$ cat src/rtl/axi_lite_arbiter.sv
// Two-requester round-robin arbiter in front of a single AXI-lite master port.
// One transaction in flight; each wait state is bounded by TIMEOUT cycles.
module axi_lite_arbiter #(
  parameter int unsigned TIMEOUT = 255
) (
  input  logic        clk,
  input  logic        reset,
  input  logic [1:0]  req_valid,
  input  logic [1:0]  req_write,
  input  logic [9:0]  req_addr,
  input  logic [63:0] req_wdata,
  output logic [1:0]  req_ready,
  output logic [1:0]  rsp_valid,
  output logic [31:0] rsp_rdata,
  output logic [1:0]  rsp_resp,
  output logic [4:0]  m_awaddr,
  output logic        m_awvalid,
  input  logic        m_awready,
  output logic [31:0] m_wdata,
  output logic        m_wvalid,
  input  logic        m_wready,
  input  logic        m_bvalid,
  input  logic [1:0]  m_response,
  output logic        m_bready,
  output logic [4:0]  m_araddr,
  output logic        m_arvalid,
  input  logic        m_arready,
  input  logic        m_rvalid,
  input  logic [31:0] m_rdata,
  output logic        m_rready
);

  localparam int unsigned AW = 5;
  localparam int unsigned DW = 32;
  localparam int unsigned CW = 16;
  localparam logic [1:0]  RESP_OKAY    = 2'b00;
  localparam logic [1:0]  RESP_TIMEOUT = 2'b10;

  typedef enum logic [2:0] {
    IDLE    = 3'd0,
    WR_ADDR = 3'd1,
    WR_RESP = 3'd2,
    RD_ADDR = 3'd3,
    RD_DATA = 3'd4,
    DONE    = 3'd5
  } state_t;

  state_t        state, state_d;
  logic [CW-1:0] cnt, cnt_d;
  logic          last_grant, last_grant_d;
  logic          owner, owner_d;
  logic [AW-1:0] txn_addr, txn_addr_d;
  logic [DW-1:0] txn_wdata, txn_wdata_d;

  logic          awvalid_d, wvalid_d, bready_d, arvalid_d, rready_d;
  logic [1:0]    rsp_valid_d, rsp_resp_d;
  logic [DW-1:0] rsp_rdata_d;

  logic          gnt_idx;
  logic          timeout_hit;
  logic          aw_left, w_left;

  // Round-robin pick: on a tie the requester not granted last wins.
  always_comb begin
    if (req_valid == 2'b11) gnt_idx = ~last_grant;
    else                    gnt_idx = req_valid[1];
  end

  assign req_ready   = (state == IDLE && !reset && (|req_valid))
                       ? (gnt_idx ? 2'b10 : 2'b01) : 2'b00;
  assign timeout_hit = (cnt >= CW'(TIMEOUT - 1));
  assign aw_left     = m_awvalid & ~m_awready;
  assign w_left      = m_wvalid & ~m_wready;

  // Next-state and next-output logic; every m_* strobe defaults low.
  always_comb begin
    state_d      = state;
    cnt_d        = cnt;
    last_grant_d = last_grant;
    owner_d      = owner;
    txn_addr_d   = txn_addr;
    txn_wdata_d  = txn_wdata;
    awvalid_d    = 1'b0;
    wvalid_d     = 1'b0;
    bready_d     = 1'b0;
    arvalid_d    = 1'b0;
    rready_d     = 1'b0;
    rsp_valid_d  = 2'b00;
    rsp_resp_d   = rsp_resp;
    rsp_rdata_d  = rsp_rdata;

    case (state)
      IDLE: begin
        cnt_d = '0;
        if (|req_valid) begin
          last_grant_d = gnt_idx;
          owner_d      = gnt_idx;
          txn_addr_d   = gnt_idx ? req_addr[9:5] : req_addr[4:0];
          txn_wdata_d  = gnt_idx ? req_wdata[63:32] : req_wdata[31:0];
          if (req_write[gnt_idx]) begin
            state_d   = WR_ADDR;
            awvalid_d = 1'b1;
            wvalid_d  = 1'b1;
          end else begin
            state_d   = RD_ADDR;
            arvalid_d = 1'b1;
          end
        end
      end

      // AW and W retire independently; leave once neither is pending.
      WR_ADDR: begin
        if (!aw_left && !w_left) begin
          state_d  = WR_RESP;
          bready_d = 1'b1;
          cnt_d    = '0;
        end else if (timeout_hit) begin
          state_d     = DONE;
          rsp_resp_d  = RESP_TIMEOUT;
          rsp_rdata_d = '0;
        end else begin
          awvalid_d = aw_left;
          wvalid_d  = w_left;
          cnt_d     = cnt + CW'(1);
        end
      end

      WR_RESP: begin
        if (m_bvalid && m_bready) begin
          state_d     = DONE;
          rsp_resp_d  = m_response;
          rsp_rdata_d = '0;
        end else if (timeout_hit) begin
          state_d     = DONE;
          rsp_resp_d  = RESP_TIMEOUT;
          rsp_rdata_d = '0;
        end else begin
          bready_d = 1'b1;
          cnt_d    = cnt + CW'(1);
        end
      end

      RD_ADDR: begin
        if (m_arvalid && m_arready) begin
          state_d  = RD_DATA;
          rready_d = 1'b1;
          cnt_d    = '0;
        end else if (timeout_hit) begin
          state_d     = DONE;
          rsp_resp_d  = RESP_TIMEOUT;
          rsp_rdata_d = '0;
        end else begin
          arvalid_d = 1'b1;
          cnt_d     = cnt + CW'(1);
        end
      end

      RD_DATA: begin
        if (m_rvalid && m_rready) begin
          state_d     = DONE;
          rsp_resp_d  = RESP_OKAY;
          rsp_rdata_d = m_rdata;
        end else if (timeout_hit) begin
          state_d     = DONE;
          rsp_resp_d  = RESP_TIMEOUT;
          rsp_rdata_d = '0;
        end else begin
          rready_d = 1'b1;
          cnt_d    = cnt + CW'(1);
        end
      end

      DONE: begin
        rsp_valid_d = owner ? 2'b10 : 2'b01;
        state_d     = IDLE;
        cnt_d       = '0;
      end

      default: state_d = IDLE;
    endcase
  end

  // State, transaction latch and registered outputs.
  always_ff @(posedge clk or posedge reset) begin
    if (reset) begin
      state      <= IDLE;
      cnt        <= '0;
      last_grant <= 1'b1;
      owner      <= 1'b0;
      txn_addr   <= '0;
      txn_wdata  <= '0;
      m_awaddr   <= '0;
      m_awvalid  <= 1'b0;
      m_wdata    <= '0;
      m_wvalid   <= 1'b0;
      m_bready   <= 1'b0;
      m_araddr   <= '0;
      m_arvalid  <= 1'b0;
      m_rready   <= 1'b0;
      rsp_valid  <= 2'b00;
      rsp_resp   <= 2'b00;
      rsp_rdata  <= '0;
    end else begin
      state      <= state_d;
      cnt        <= cnt_d;
      last_grant <= last_grant_d;
      owner      <= owner_d;
      txn_addr   <= txn_addr_d;
      txn_wdata  <= txn_wdata_d;
      m_awaddr   <= awvalid_d ? txn_addr_d : '0;
      m_awvalid  <= awvalid_d;
      m_wdata    <= wvalid_d ? txn_wdata_d : '0;
      m_wvalid   <= wvalid_d;
      m_bready   <= bready_d;
      m_araddr   <= arvalid_d ? txn_addr_d : '0;
      m_arvalid  <= arvalid_d;
      m_rready   <= rready_d;
      rsp_valid  <= rsp_valid_d;
      rsp_resp   <= rsp_resp_d;
      rsp_rdata  <= rsp_rdata_d;
    end
  end

endmodule

$ cat config.mk
export PLATFORM = sky130hd
export DESIGN_NAME = axi_lite_arbiter
export DESIGN_NICKNAME = d
export VERILOG_FILES = /design/src/rtl/axi_lite_arbiter.sv
export SDC_FILE = /design/constraint.sdc
export NUM_CORES = 1
export LEC_CHECK = 0
export BUFFER_PORTS_ARGS = -buffer_cell sky130_fd_sc_hd__buf_2
export CAP_MARGIN = 20
export CORE_MARGIN = 2
export CORE_UTILIZATION = 45
export DETAILED_ROUTE_END_ITERATION = 16
export PLACE_DENSITY = 0.72
export SKIP_CTS_REPAIR_TIMING = 1
export SYNTH_ARGS = -nofsm -noshare
export SYNTH_HDL_FRONTEND = slang
export SYNTH_SLANG_ARGS = --single-unit
$ cat constraint.sdc
create_clock -name clk -period 4.8 [get_ports clk]
set_input_delay 0.72 -clock clk [delete_from_list [all_inputs] [get_ports clk]]
set_output_delay 0.72 -clock clk [all_outputs]
set_load 0.05 [all_outputs]
; Yosys cells after proc, flatten, opt, wreduce, memory -nomap -nowiden
; Index checks and enable logic that the tools add are counted.
[classes]
n_addsub = 1
order_cmp = 2
n_eq_ne = 11
mux = 61
bitwise = 5
reduce_logical = 17
[ops]
columns = op, n
row1 = $mux W32, 9
row2 = $pmux W32 S4, 1
row3 = $mux W16, 5
row4 = $pmux W16 S5, 1
row5 = $mux W5, 5
row6 = $mux W2, 10
row7 = $mux W3, 6
row8 = $mux W1, 17
row9 = $add A16 B1 Y16 const B, 1
row10 = $ge A16 B8 Y1 const B, 1
row11 = $pmux W3 S5, 1
row12 = $pmux W1 S2, 5
row13 = $ne A2 B2 Y1 const B, 4
row14 = $pmux W2 S4, 1
row15 = $eq A3 B2 Y1 const B, 2
row16 = $eq A3 B3 Y1 const B, 2
row17 = $logic_and A1 B1 Y1, 6
row18 = $reduce_and A3 Y1, 2
row19 = $reduce_bool A5 Y1, 1
row20 = $reduce_bool A4 Y1, 1
row21 = $reduce_or A2 Y1, 2
row22 = $eq A3 B1 Y1 const B, 1
row23 = $logic_not A1 Y1, 3
row24 = $logic_not A3 Y1, 1
row25 = other kinds (6), 9
[totals]
register_bits = 141
input_bits = 119
output_inout_bits = 85
elab_cells = 114

; Logic depth before layout (Yosys ltp)
; Gate-level depths: netlist of run 1.
[depth]
word_depth = 8
ltp_mapped = 8
depth_no_buf = 6

; Worst setup path after synthesis of run 1
; No wires, ideal clock.
[synth_path]
path_kind = input to output
from = input req_valid[1]
to = output req_ready[0]
t_arrival_ns = 2.298
required_time_ns = 4.080
slack_ns = 1.782
path_stages = 4
path_buffers = 2
cell_sequence = a21boi_1 > buf_4 > buf_4 > nor3_1
[synth_via]
elab_chain_len = 4
elab_cells_between_ends = 6
cone_classes = eq/ne (1) / mux (3) / reduce/logical (2)
[synth_rtl]
columns = element, line
row1 = "start, declared", 8  ; input logic [1:0] req_valid,
row2 = $eq A2 B2 Y1, 65  ; if (req_valid == 2'b11) gnt_idx = ~last_grant;
row3 = $mux W1, 65
row4 = $mux W2, 70  ; ? (gnt_idx ? 2'b10 : 2'b01) : 2'b00;
row5 = $mux W2 *, 70
row6 = "end, declared", 12  ; output logic [1:0] req_ready,
; Every way passes the cells marked *; elsewhere a longest branch is shown, timed or not.

; Worst setup path in the final report of run 1
[layout_path]
from = register state[0]
to = output req_ready[0]
[layout_via]
elab_chain_len = 4
[layout_rtl]
columns = element, line
row1 = "start, declared", 48  ; state_t state, state_d;
row2 = "start signal, assigned", 204  ; state <= state_d;
row3 = $logic_not A3 Y1, 69  ; assign req_ready = (state == IDLE && !reset && (|req_valid))
row4 = $logic_and A1 B1 Y1 (2 in series), 69
row5 = $mux W2, 70
; No other way between the ends.

==> impl_summary.txt, run 1 <==
----------------------------------------------------
[STA]
  Final Skew ... 12.9 ps
  Setup TNS ... 0 ps
  Final critical-path required period ... 2830 ps
  RSZ-0062 raised after global routing ... no
  Post-route clock period utilization ... 0.589
  Final setup violation count ... 0
  Number of pins with negative max-slew slack in the final report ... 0
  Pin slew with the least headroom to its limit ... 817 ps
  Highest achievable clock rate ... 354 MHz
  Worst Hold Margin ... 433 ps
  Worst rel slew slack ... 0.455
  Fin. Hold Viols ... 0

[Final layout]
  Most common cell after layout, fill and taps aside ... buf_2
  Nets ... 800
  # diodes ... 0
  FF+latch area ... 3530 um2
  Commonest cells after routing, fill and taps aside ... buf_2 (203), dfrtp_1 (140), nor2_1 (46), mux2i_1 (40), a21oi_1 (39)
  # fillers ... 1051
  Area of combinational cells with multiple inputs ... 2150 um2
  Layout cells sized above 1 ... 0.379
  Area grow syn2layout ... 28.7%

[Clocking]
  Number of levels the H-tree was split into ... 4
  Clock latency of the later-clocked register in the worst-skew pair ... 420 ps
  CTS tree ... done
  Total clock buffers created by CTS ... 17
  CTS Root Cell ... clkbuf_16
  Clock transition at the register clock pins on the worst setup and hold paths after CTS ... 60 ps
  Clock Tree Buf Depth ... 2
  Sinks on the clock net ... 141

[Routing]
  Post-route ant nets ... 0
  Length of routed met2 wiring ... 6.42 mm
  Via count ... 4617
  Drt wl/cell ... 15.6 um
  Wl on met1 ... 6.12 mm
  Total Wirelength ... 13.4 mm
  DRT Pass-1 Iters ... 4
  Uppermost layer routed ... met4
  First-iteration detailed-routing DRC count ... 230
  DRC violations left ... 0
  Routed wl met3 ... 735 um
  Drt via density ... 5.34

[Floorplanning]
  Die Y-Extent ... 119 um
  Standard-cell row count ... 41
  Die area ... 14100 um2
  Effective utilization at floorplan ... 0.465
  Horizontal die dimension ... 119 um
  Floorplan core area ... 12700 um2
  Top Ports ... 204

[Power and ir drop]
  Share of power burned in registers ... 0.356
  Power per Cell Area ... 658 nW/um2
  Switching power total ... 2120 uW
  Fraction of power spent switching nets ... 0.424
  Leakage ... 0.00384 uW
  Part of the total power dissipated in combinational logic ... 0.398
  Internal power ... 2890 uW
  Fraction of power consumed by the clock network ... 0.246
  Max rail drop VDD ... 0.307 mV

[Run]
  Number of max-cap violations ... 0

[Logic synthesis]
  Biggest area contributors in the synthesized netlist ... dfrtp_1 (59%), mux2i_1 (6.8%), a32o_1 (5.6%), a211oi_1 (4.3%), a21oi_1 (3.3%)
  Count of synthesis-stage warnings from yosys ... 0
  Post-Syn Area ... 5910 um2
  Yosys reg bits ... 141
  Number of standard cells after synthesis ... 484
  Sequential cell area fraction in the yosys report ... 0.597
  Share of synthesized flip-flops with an asynchronous set or reset ... 1.00
  Post-Syn Area per Cell ... 12.2 um2
  Count of cell types in the netlist ... 50
  Total nets after synthesis ... 605
  Most used DFF post-synth ... dfrtp_1
  EDFF count, synth ... 0
  Fraction of post-synthesis cell area in the top cell type by area ... 0.592
  Area leader, netlist ... dfrtp_1

[Placement]
  # port buffers ... 203
  Final RePlAce weighted congestion ... 0.802
  Detailed Place HPWL ... 9.40 mm

[Setup path]
  WP data arrival ... 2110 ps
  Required time worst endpoint ... 4080 ps
  Critical Path End Type ... output pin
  Category of the worst setup path launch point ... register
  Path type of the worst setup path ... register to output pin
  Maximum fanout along the worst path ... 13

[Global route]
  Pin count of the biggest net entering global routing ... 96
  Initial antenna violation count ... 0
  First-pass GRT wire length ... 21.9 mm
  Vias in the first global route ... 4500
  Overflow left after global routing ... 0
  Global-route total usage across every layer ... 0.196

[Run status]
  Result of the run ... completed

[Hold path]
  Worst hold path class ... register to register

----------------------------------------------------
## critical path, stage by stage, from the launching register on
cell	delay, ps
dfrtp_1	520
nor3_2	440
o21ai_0	240
nor3_1	200
buf_2	290
## final timing paths
kind                       startpoint            to  slack [ps]  cells after the start
max in group asynchronous       reset   m_araddr[1]        3200                      3
setup reg to reg             state[0]   m_awaddr[2]        2180                      5
hold / removal                  owner  rsp_valid[0]         430                      1
setup / recovery             state[0]  req_ready[0]        1970                      4
min in group asynchronous       reset  rsp_valid[0]         470                      2
hold reg to reg                 owner  rsp_valid[0]         430                      1
## cells in the mapped netlist (7+ instances only)
| library cell | number |
|---|---|
| nand2_1 | 8 |
| mux2i_1 | 40 |
| clkbuf_1 | 8 |
| buf_4 | 7 |
| a32o_1 | 33 |
| and2_1 | 9 |
| buf_2 | 14 |
| nor2_1 | 47 |
| dfrtp_1 | 140 |
| o31ai_1 | 7 |
| a211oi_1 | 34 |
| a21oi_1 | 39 |
| inv_1 | 14 |
## power groups by stage
stage | Clock, uW | Combinational (uW) | Sequential (uW)
floorplan | 0 | 875 | 2460
global placement | 0 | 1950 | 1780
detailed placement | 0 | 2010 | 1790
CTS | 1260 | 2010 | 1780
global route | 1310 | 2150 | 1830
finish | 1230 | 1990 | 1780
## per-stage QoR
| step | utilization | cell area [um2] | cells | power, uW | worst slack, ps |
|---|---|---|---|---|---|
| floorplan | - | 5910 | 484 | 3330 | 300 |
| global placement | 0.552 | 7020 | 830 | 3740 | 2050 |
| detailed placement | 0.552 | 7020 | 830 | 3800 | 1970 |
| CTS | 0.596 | 7580 | 862 | 5050 | 1950 |
| global route | 0.599 | 7610 | 864 | 5290 | 1850 |
| finish | 0.599 | 7610 | 864 | 5010 | 1970 |
## registers in the layout, indices dropped and copies added, names as in the netlist
name        cells
cnt            16
last_grant      1
m_araddr        5
m_arvalid       1
m_awaddr        5
m_awvalid       1
m_bready        1
m_rready        1
m_wdata        32
m_wvalid        1
owner           1
rsp_rdata      32
rsp_resp        2
rsp_valid       2
state           3
txn_addr        5
txn_wdata      32
## kinds of logic (layout without fill, tap and decap cells)
kind of cell               after synthesis  after routing  synth area share
buffers and inverters                   49            257            0.0448
DFF                                    141            141             0.597
adders and majority gates                2              2           0.00423
and+or+nand+nor                        100            100            0.0895
muxes                                   46             46            0.0791
AOI/OAI and AO/OA                      146            146             0.186
## metal layers
| layer | GRT usage | up-vias |
|---|---|---|
| met5 | 0 | - |
| li1 | - | 2208 |
| met4 | 0.0729 | 0 |
| met1 | 0.261 | 2232 |
| met3 | 0.0531 | 16 |
| met2 | 0.307 | 161 |
## layout make-up
class                           instances  share of cell area
Inverter                               14             0.00756
Tap cell                              172              0.0283
Clock inverter                         11              0.0122
Sequential cell                       141               0.464
Multi-Input combinational cell        294               0.282
Timing Repair Buffer                  211               0.145
Clock buffer                           21              0.0618
Note: power is estimated with default switching activity, not from simulation.
==> run 2, diff against run 1 <==
--- a/config.mk
+++ b/config.mk
@@ -10,7 +10,7 @@
 export CORE_MARGIN = 2
 export CORE_UTILIZATION = 45
 export DETAILED_ROUTE_END_ITERATION = 16
-export PLACE_DENSITY = 0.72
+export PLACE_DENSITY = 0.75
 export SKIP_CTS_REPAIR_TIMING = 1
 export SYNTH_ARGS = -nofsm -noshare
 export SYNTH_HDL_FRONTEND = slang
==> constraint.sdc (replaced) <==
create_clock -name clk -period 2.6 [get_ports clk]
set_input_delay 0.39 -clock clk [delete_from_list [all_inputs] [get_ports clk]]
set_output_delay 0.39 -clock clk [all_outputs]
set_load 0.05 [all_outputs]
==> run 2 against run 1 <==
Via count up 1.6%. Critical path depth stayed put. Cell count rose by 1.0%. Sequential cell count unchanged. Cell area increased by 1.5%. Power grew 88%.
==> impl_summary.txt, run 2 (same netlist as run 1, synthesis figures left out) <==
----------------------------------------------------
[Floorplanning]
  Floorplan core area ... 12700 um2 (unchanged)
  Top Ports ... 204 (unchanged)
  Standard-cell row count ... 41 (unchanged)
  Die Y-Extent ... 119 um (unchanged)
  Die area ... 14100 um2 (unchanged)
  Effective utilization at floorplan ... 0.465 (unchanged)
  Horizontal die dimension ... 119 um (unchanged)

[Placement]
  Detailed Place HPWL ... 9.69 mm (was 9.40 mm)
  Post-DP Area ... 7150 um2 (was 7020 um2)
  # port buffers ... 203 (unchanged)
  Final RePlAce weighted congestion ... 0.817 (was 0.802)

[Power and ir drop]
  Total power of the final layout ... 9400 uW (was 5010 uW)
  Leakage ... 0.00390 uW (was 0.00384 uW)
  Max rail drop VDD ... 0.607 mV (was 0.307 mV)
  Part of the total power dissipated in combinational logic ... 0.411 (was 0.398)
  Power per Cell Area ... 1220 nW/um2 (was 658 nW/um2)
  Fraction of power consumed by the clock network ... 0.241 (was 0.246)
  Internal power ... 5420 uW (was 2890 uW)
  Fraction of power spent switching nets ... 0.424 (about the same)
  Switching power total ... 3990 uW (was 2120 uW)
  Share of power burned in registers ... 0.348 (was 0.356)

[Routing]
  DRC violations left ... 0 (unchanged)
  First-iteration detailed-routing DRC count ... 248 (was 230)
  Total Wirelength ... 13.9 mm (was 13.4 mm)
  Drt wl/cell ... 16.0 um (was 15.6 um)
  Drt via density ... 5.37 (was 5.34)
  Via count ... 4692 (was 4617)
  Post-route ant nets ... 0 (unchanged)
  DRT Pass-1 Iters ... 5 (was 4)

[Final layout]
  # diodes ... 0 (unchanged)
  Most common cell after layout, fill and taps aside ... buf_2 (unchanged)
  Layout cells sized above 1 ... 0.382 (was 0.379)
  Nets ... 810 (was 800)
  Final standard cell area without fillers ... 7730 um2 (was 7610 um2)
  Commonest cells after routing, fill and taps aside ... buf_2 (203), dfrtp_1 (140), nor2_1 (46), mux2i_1 (40), a21oi_1 (39) (unchanged)
  Regs by FF count ... m_wdata x32, rsp_rdata x32, txn_wdata x32 (unchanged)
  Area grow syn2layout ... 30.7% (was 28.7%)

[STA]
  Setup TNS ... 0 ps (unchanged)
  Final critical-path required period ... 2390 ps
  Post-route clock period utilization ... 0.918
  Pin slew with the least headroom to its limit ... 647 ps (was 817 ps)
  Highest achievable clock rate ... 419 MHz
  Number of pins with negative max-slew slack in the final report ... 0 (unchanged)
  RSZ-0062 raised after global routing ... no (unchanged)
  Fin. Hold Viols ... 0 (unchanged)
  Worst rel slew slack ... 0.569 (was 0.455)
  Worst Hold Margin ... 187 ps (was 433 ps)
  Final setup violation count ... 0 (unchanged)
  Final Skew ... 7.78 ps (was 12.9 ps)

[Global route]
  Pin count of the biggest net entering global routing ... 64 (was 96)
  Vias in the first global route ... 4569 (was 4500)
  First-pass GRT wire length ... 22.7 mm (was 21.9 mm)
  Overflow left after global routing ... 0 (unchanged)
  Global-route total usage across every layer ... 0.203 (was 0.196)
  Initial antenna violation count ... 0 (unchanged)

[Setup path]
  Path type of the worst setup path ... register to output pin (unchanged)
  Maximum fanout along the worst path ... 10 (was 13)
  WP data arrival ... 2000 ps (was 2110 ps)
  Critical path capture point ... req_ready[0] (unchanged)
  Reg-to-Reg End ... rsp_rdata[11] (was m_awaddr[2])
  Category of the worst setup path launch point ... register (unchanged)
  Required time worst endpoint ... 2210 ps (was 4080 ps)
  Minimum setup slack among reg-to-reg paths ... 390 ps (was 2180 ps)
  Critical Path End Type ... output pin (unchanged)
  Reg2reg path depth ... 5 (unchanged)
  Worst R2R Start ... state[1] (was state[0])
  Launching instance or port of the critical path ... state[1] (was state[0])

[Clocking]
  Total clock buffers created by CTS ... 17 (unchanged)
  Clock Tree Buf Depth ... 2 (unchanged)
  Clock transition at the register clock pins on the worst setup and hold paths after CTS ... 60 ps (about the same)
  Number of levels the H-tree was split into ... 4 (unchanged)
  Sinks on the clock net ... 141 (unchanged)
  Clock latency of the later-clocked register in the worst-skew pair ... 420 ps (about the same)
  CTS Root Cell ... clkbuf_16 (unchanged)
  CTS tree ... done (unchanged)

[Run]
  Number of max-cap violations ... 0 (unchanged)

[Hold path]
  Worst hold path class ... input port to register (was register to register)

[Run status]
  Result of the run ... completed (unchanged)

----------------------------------------------------
## run 2: worst min-delay path by stage
stage / cells past startpoint / startpoint / to
4_1_cts: 2 / reset / m_awvalid
3_5_place_dp: 2 / reset / m_awaddr[0]
5_1_grt: 2 / m_rdata[9] / rsp_rdata[9]
2_1_floorplan: 1 / owner / rsp_valid[0]
6_report: 2 / m_rdata[9] / rsp_rdata[9]
3_3_place_gp: 2 / reset / m_awaddr[0]
## run 2: per-layer routing
metal  global-route usage  share of wire  up-vias
li1                     -              -     2217
met4               0.0692         0.0098        0
met1                0.262           0.43     2269
met3               0.0690          0.074       14
met5                    0              0        -
met2                0.320           0.49      192
## run 2: metrics by stage
step / util / std cells / setup slack, ps
finish: 0.607 / 873 / 212
global placement: 0.562 / 840 / 323
global route: 0.607 / 873 / 62.2
floorplan: - / 484 / 133
detailed placement: 0.562 / 840 / 147
CTS: 0.605 / 871 / 80.3
## run 2: final cells by class
type,instances,area (um2)
fill,1043,4990
timing repair buffer,221,1220
clock inverter,9,87.6
tap,172,215
clock buffer,22,464
sequential,141,3530
inverter,14,56.3
multi-input combinational,294,2150
## run 2: power groups by stage
stage / registers (uW) / logic, uW / clock network [uW]
6_report: 3280 / 3860 / 2260
5_1_grt: 3350 / 4140 / 2420
4_1_cts: 3270 / 3870 / 2310
3_5_place_dp: 3290 / 3860 / 0
3_3_place_gp: 3260 / 3750 / 0
2_1_floorplan: 4540 / 1620 / 0
## run 2: worst max-delay path, cell delays in order, from the launching register on
cell and delay (ps):
dfrtp_1 500, nor3_4 360, o21ai_0 220, nor3_1 210, buf_2 290
